File: config.mk
export PLATFORM = sky130hd
export DESIGN_NAME = car_collision
export DESIGN_NICKNAME = d
export VERILOG_FILES = /design/src/rtl/car_collision.sv
export SDC_FILE = /design/constraint.sdc
export NUM_CORES = 1
export LEC_CHECK = 0
export ABC_CLOCK_PERIOD_IN_PS = 2640
export BUFFER_PORTS_ARGS = -buffer_cell sky130_fd_sc_hd__buf_4
export CAP_MARGIN = 20
export CELL_PAD_IN_SITES_DETAIL_PLACEMENT = 0
export CELL_PAD_IN_SITES_GLOBAL_PLACEMENT = 2
export CORE_MARGIN = 2
export CORE_UTILIZATION = 33
export DETAILED_ROUTE_END_ITERATION = 10
export PLACE_DENSITY = 0.8
export SLEW_MARGIN = 20
export SYNTH_ARGS = -nofsm -noshare
export SYNTH_HDL_FRONTEND = slang
export SYNTH_SLANG_ARGS = --single-unit
File: constraint.sdc
create_clock -name i_Clk -period 2.64 [get_ports i_Clk]
set_input_delay 0.396 -clock i_Clk [delete_from_list [all_inputs] [get_ports i_Clk]]
set_output_delay 0.396 -clock i_Clk [all_outputs]
set_load 0.03 [all_outputs]
File: src/rtl/car_collision.sv
// rtl/car_collision.sv - frog/car overlap detection and life/respawn state machine
module car_collision #(
  parameter int NUM_LANES     = 4,
  parameter int FIRST_CAR_ROW = 1,
  parameter int CAR_WIDTH     = 2,
  parameter int LIVES         = 3,
  parameter int RESPAWN_TICKS = 12500000
) (
  input  logic                   i_Clk,
  input  logic                   i_Rst,
  input  logic [5*NUM_LANES-1:0] i_car_x,
  input  logic [4:0]             i_frog_x,
  input  logic [4:0]             i_frog_y,
  input  logic                   i_restart,
  output logic                   o_hit,
  output logic                   o_freeze,
  output logic                   o_respawn,
  output logic [1:0]             o_lives,
  output logic                   o_game_over
);

  typedef enum logic [1:0] {
    S_PLAY      = 2'd0,
    S_HIT       = 2'd1,
    S_GAME_OVER = 2'd2
  } state_t;

  localparam logic [1:0]  LIVES_INIT = 2'(LIVES);
  localparam logic [23:0] TIMER_LOAD = 24'(RESPAWN_TICKS - 1);
  localparam logic [1:0]  GUARD_LOAD = 2'd3;

  logic [5*NUM_LANES-1:0] car_x_q;
  logic [4:0]             frog_x_q;
  logic [4:0]             frog_y_q;

  state_t      state_q;
  logic [23:0] timer_q;
  logic [1:0]  guard_q;
  logic [1:0]  lives_q;
  logic        hit_q;
  logic        freeze_q;
  logic        respawn_q;
  logic        game_over_q;

  logic        overlap_d;
  logic        hit_valid_d;

  // Sample the sprite positions so overlap is evaluated on stable values
  always_ff @(posedge i_Clk) begin
    if (i_Rst) begin
      car_x_q  <= '0;
      frog_x_q <= '0;
      frog_y_q <= '0;
    end else begin
      car_x_q  <= i_car_x;
      frog_x_q <= i_frog_x;
      frog_y_q <= i_frog_y;
    end
  end

  // Frog overlaps a car when it sits on that car's lane row and inside its span (no wrap)
  always_comb begin
    logic [4:0] car;
    logic [5:0] car_end;
    overlap_d = 1'b0;
    car       = '0;
    car_end   = '0;
    for (int k = 0; k < NUM_LANES; k++) begin
      car     = car_x_q[5*k +: 5];
      car_end = {1'b0, car} + 6'(CAR_WIDTH);
      if ((int'(frog_y_q) == FIRST_CAR_ROW + k) &&
          (frog_x_q >= car) && ({1'b0, frog_x_q} < car_end)) begin
        overlap_d = 1'b1;
      end
    end
    hit_valid_d = overlap_d && (guard_q == 2'd0);
  end

  // Life/respawn state machine with registered pulse and level outputs
  always_ff @(posedge i_Clk) begin
    if (i_Rst) begin
      state_q     <= S_PLAY;
      timer_q     <= '0;
      guard_q     <= '0;
      lives_q     <= LIVES_INIT;
      hit_q       <= 1'b0;
      freeze_q    <= 1'b0;
      respawn_q   <= 1'b0;
      game_over_q <= 1'b0;
    end else begin
      hit_q     <= 1'b0;
      respawn_q <= 1'b0;
      if (guard_q != 2'd0) begin
        guard_q <= guard_q - 2'd1;
      end
      case (state_q)
        S_PLAY: begin
          if (hit_valid_d) begin
            hit_q    <= 1'b1;
            freeze_q <= 1'b1;
            if (lives_q == 2'd1) begin
              lives_q     <= 2'd0;
              game_over_q <= 1'b1;
              state_q     <= S_GAME_OVER;
            end else begin
              lives_q <= lives_q - 2'd1;
              timer_q <= TIMER_LOAD;
              state_q <= S_HIT;
            end
          end
        end
        S_HIT: begin
          if (timer_q == 24'd0) begin
            respawn_q <= 1'b1;
            guard_q   <= GUARD_LOAD;
            freeze_q  <= 1'b0;
            state_q   <= S_PLAY;
          end else begin
            timer_q <= timer_q - 24'd1;
          end
        end
        S_GAME_OVER: begin
          if (i_restart) begin
            lives_q     <= LIVES_INIT;
            respawn_q   <= 1'b1;
            guard_q     <= GUARD_LOAD;
            freeze_q    <= 1'b0;
            game_over_q <= 1'b0;
            state_q     <= S_PLAY;
          end
        end
        default: begin
          state_q <= S_PLAY;
        end
      endcase
    end
  end

  assign o_hit       = hit_q;
  assign o_freeze    = freeze_q;
  assign o_respawn   = respawn_q;
  assign o_lives     = lives_q;
  assign o_game_over = game_over_q;

endmodule

## After elaboration in Yosys (flattened, before gate mapping)

Index checks and enable logic that the tools add are counted.

| operators by class | value |
|---|---|
| add/sub/neg operators | 7 |
| multiply operators | 0 |
| div/mod/pow operators | 0 |
| magnitude comparators | 8 |
| equality and inequality tests | 13 |
| shift-type cells | 0 |
| mux-type cells | 32 |
| bitwise operators | 1 |
| reduce and logical (&&, ||, !) cells | 22 |

Operators by type and width:

| kind | count |
|---|---|
| $mux 24 | 3 |
| $pmux 24 s2 | 1 |
| $add 5x2->6 const B | 4 |
| $logic_not 24->1 | 1 |
| $lt 5x6->1 | 4 |
| $sub 24x1->24 const B | 1 |
| $ge 5x5->1 | 4 |
| $mux 2 | 10 |
| $mux 1 | 12 |
| $ne 2x2->1 const B | 6 |
| $reduce_and 4->1 | 3 |
| $eq 5x3->1 const B | 2 |
| $logic_and 1x1->1 | 9 |
| $pmux 2 s2 | 2 |
| $pmux 2 s3 | 1 |
| $reduce_and 3->1 | 2 |
| $reduce_bool 2->1 | 3 |
| $eq 5x2->1 const B | 1 |
| $eq 5x4->1 const B | 1 |
| $eq 2x1->1 const B | 2 |
| $logic_not 2->1 | 2 |
| $pmux 1 s2 | 2 |
| $sub 2x1->2 const B | 2 |
| $pmux 1 s3 | 1 |
| 4 further kinds | 4 |

| storage, ports and cells | value |
|---|---|
| register bits | 64 |
| latch bits | 0 |
| bits in writable memories | 0 |
| ROM bits | 0 |
| input port bits | 33 |
| output and inout port bits | 6 |
| word-level logic and storage cells | 94 |
| memories kept | 0 |

## Logic depth before layout (Yosys ltp)

| logic depth | value |
|---|---|
| word-level depth | 10 |
| gate-level depth with buffers | 11 |
| gate-level depth less buffers | 10 |

## Least setup slack after synthesis

OpenSTA, ideal clock, no wires.

| timing path | value |
|---|---|
| path kind | flip-flop to flip-flop |
| from | register car_x_q[6] |
| to | register timer_q[20] |
| data arrival time | 2,389 ps |
| path slack | 161 ps |
| cell stages (with the launch flop) | 12 |
| path buffers | 1 |
| period minus slack after synthesis | 2,479 ps |
| cells stage by stage | dfxtp_1 > ha_1 > xnor2_1 > ha_1 > a21o_1 > a31oi_1 > o21ai_0 > o32ai_2 > nor4_2 > nor3_1 > buf_2 > a311oi_1 |

| between the ends | value |
|---|---|
| word-level cells in the longest chain between the ends | 9 |

Ends and longest elaborated chain:

| what | line | text |
|---|---|---|
| start: declaration | 32 | `logic [5*NUM_LANES-1:0] car_x_q;` |
| start signal: assignment | 55 | `car_x_q <= i_car_x;` |
| $add 5x2->6 or $ge 5x5->1 (tied branches) | 70, 72 |  |
| $lt 5x6->1 or $logic_and 1x1->1 (tied branches) | 72, 71 |  |
| $logic_and 1x1->1 (*) | 72 | `(frog_x_q >= car) && ({1'b0, frog_x_q} < car_end)) begin` |
| $mux 1 (*) (3 in series) | 71 | `if ((int'(frog_y_q) == FIRST_CAR_ROW + k) &&` |
| $logic_and 1x1->1 (*) | 76 | `hit_valid_d = overlap_d && (guard_q == 2'd0);` |
| $ne 2x2->1 (no line) (*) | -- |  |
| $reduce_and 4->1 (no line) (*) | -- |  |
| end signal: assignment | 119 | `timer_q <= timer_q - 24'd1;` |
| end: declaration | 37 | `logic [23:0] timer_q;` |

Every way passes the cells marked *; elsewhere a longest branch is shown, timed or not.
A chain may end at the register's enable or synchronous reset.

## Final worst setup path

| timing path | value |
|---|---|
| from | register timer_q[6] |
| to | register timer_q[14] |

| between the ends | value |
|---|---|
| word-level cells in the longest chain between the ends | 3 |

Ends and longest elaborated chain:

| what | line |
|---|---|
| $sub 24x1->24 or $logic_not 24->1 (tied branches) | 119, 113 |
| $mux 24 or $ne 2x2->1 (tied branches) | -- |
| $pmux 24 s2 or $reduce_and 4->1 (tied branches) | -- |

Several ways; a longest one is shown, not always the timed one. The select of a mux whose other input is x is not followed.

==> out/metrics.csv <==
metric,value,unit
area added between synthesis and finish,31.2,%
"most common cell after layout, fill and taps aside",buf_4,
Post-synth EDFFs,0,
Mean Syn Cell Area,8.99,µm²
Initial Util,33.6,%
fin area,0.00499,mm²
clk_lat worst skew,0.33,ns
"Max stage delay cell, worst path",or4_4,
maximum number of pins on one net before global-route repair,57,
Rel. slew slack,59.7,%
clock sink total,64,
Worst Hold Slack,0.279,ns
flip-flop and latch area,0.00129,mm²
post-synthesis mux area share,0.296,%
Synth Area in XOR/XNOR,1.84,%
Fillers,1148,
Adder-Cell Fraction of Synth Area,15.1,%
Worst Max-Slew Pin Slew,0.604,ns
CTS tree,built,
cell count after synthesis,423,
critical path type,reg -> reg,
Clock Skew,0.00596,ns
"Setup violations, final",0,
main combinational cell family by area after synthesis,simple AND/OR/NAND/NOR gates,
status,finished clean,
Die ar.,0.0124,mm²
Core Box Area,0.0113,mm²
post-synth cell types,62,
Syn Std Cell Area,0.00380,mm²
Num CTS Buffers,9,
Routed Antenna Nets,0,
I/O pins,39,
grt ovf,0,
PD cells,1060,mW/mm²
Worst Path Arrival,2.80,ns
worst hold path type,in -> reg,
worst path required time,2.91,ns
drt total wl,9620,µm
nets@finish,575,
"FF+latch count, synth",64,
Fin. Hold Viols,0,
H-tree Lvls,3,
Peak VDD IR,0.904,mV
first-pass detailed-route iteration total,4,
placed cell areas,0.00447,mm²
P_leak,0.00209,µW
Vias,3392,
Clock Path Buffers,2,
row count,39,
Worst Slack Setup Final,0.102,ns
Main synth FF type,dfxtp_1,
sequential fraction of the synthesis area,33.7,%
number of global-route vias before repair,3433,
routed vias/inst,5.27,
Setup WS pre-CTS,-0.0305,ns
fin crit share,96.1,%
Crit path largest cell delay,0.59,ns
Synth Area in Simple Gates,22.6,%
crit start category,flop,
post-layout util,44.1,%
Compound-Gate Fraction of Synth Area,20.2,%
Tot GR Track Use,16.0,%
Async SR Flop Fraction,0,%
first-pass GRT wire length,16100,µm
Period minus WS final,2.54,ns
synthesis warning total,0,
DP Wirelength,6730,µm
RePlAce Congestion,0.787,
antenna violations before repair,0,
Multi-input gate area,0.00244,mm²
"CTS clk-pin slew, worst paths",0.05,ns
RSZ-0062 raised after global routing,yes,
Peak Freq,394,MHz
most frequent cells in the layout,"buf_4 (71), dfxtp_1 (56), ha_1 (43)",
sequence of cells on the critical path,"or4_4, or2_0, or3_4, or4_1, or3_1, a21oi_2",
Die X,111,µm
total power,5270,µW
Root Driver,clkbuf_16,
n_diodes,0,
Buffers on Ports,38,
WL/cell,14.9,µm
DRT iter0 DRCs,134,
Syn Nets,502,
DRC,0,
CP Capture Type,flop,
share of cells above drive strength 1,28.3,%
Max Slew Vio Count,0,
crit path max fanout,6,
die height,111,µm
max_cap viols,0,
==> area by class of cell <==
type                    instances  area share [%]
inverters                      36            2.71
flip-flops and latches         64            25.9
clock inverters                 2           0.251
well taps                     143            3.59
repair buffers                 78            13.1
clock buffers                  14            5.49
multi-input cells             307            48.9
==> report_power, final <==
part,leakage [µW],switching [µW],total (µW),internal [µW]
clock network,0.000139,428,1140,711
registers,0.000530,228,1410,1180
logic,0.00143,1450,2730,1280
total,0.00209,2100,5270,3170
==> routing by layer <==
layer | vias up | track usage (%) | part of all wire (%)
li1 | 1713 | - | -
met1 | 1625 | 19.1 | 45
met2 | 43 | 28.1 | 50
met3 | 11 | 4.48 | 3.1
met4 | 0 | 4.61 | 1.4
met5 | - | 0 | 0
==> synthesized netlist by cell type, types with 5 or more instances <==
master,instances,area [µm²]
clkbuf_1,10,37.5
a311oi_1,13,114
o21ai_0,15,75.1
nor2_1,16,60.1
nor2b_1,32,200
a21oi_1,14,70.1
or3_1,9,56.3
dfxtp_1,64,1280
nand3_1,15,75.1
nand2b_1,7,43.8
a31oi_1,16,100
ha_1,46,576
nand2_1,21,78.8
nor3_1,10,50.1
o31ai_1,7,52.6
or4_1,9,67.6
a21o_1,5,37.5
xnor2_1,8,70.1
a211oi_1,6,45.0
inv_1,36,135
==> worst max-delay path: cells and delay by family (launching register included) <==
kind            cells  cell delay (ns)
simple gates        5             1.99
flops               1             0.36
compound gates      1             0.13
==> repair_timing <==
item / in CTS / in global routing
buffers inserted: 4 / 3
gates cloned: 1 / 0
endpoints found under the setup margin: 6 / 26
hold buffers: 0 / 0
pin swaps: 3 / 17
gates resized for setup: 7 / 43
==> registers in the layout (all words and copies together), names as in the netlist <==
name and cells:
timer_q 24, guard_q 2, o_game_over 1, o_lives 2, frog_y_q 5, o_hit 1
car_x_q 20, frog_x_q 5, o_freeze 1, o_respawn 1, state_q 2
==> through the flow <==
stage / TNS (ns) / cells
after detailed placement: -0.0742 / 620
after global placement: 0 / 620
after global routing: -0.0676 / 644
after CTS: 0 / 641
final: 0 / 644
after floorplan: 0 / 423
==> cells by family after synthesis <==
| kind of cell | after synthesis |
|---|---|
| and+or+nand+nor | 147 |
| DFF | 64 |
| AOI/OAI and AO/OA | 105 |
| muxes | 1 |
| adders and majority gates | 46 |
| buffers and inverters | 52 |
| xor gates and xnor gates | 8 |
==> path summary, 6_finish.rpt <==
kind                            slack (ns)                        to  cells after the start                     start
worst max-delay path                  0.10  timer_q[14]$_SDFFE_PP0P_                      6   timer_q[6]$_SDFFE_PP0P_
worst min-delay path                  0.28    car_x_q[13]$_SDFF_PP0_                      2               i_car_x[13]
worst max register to register        0.10  timer_q[14]$_SDFFE_PP0P_                      6   timer_q[6]$_SDFFE_PP0P_
worst min register to register        0.48  timer_q[15]$_SDFFE_PP0P_                      2  timer_q[15]$_SDFFE_PP0P_
No activity file was read; power rests on OpenSTA's default activity.
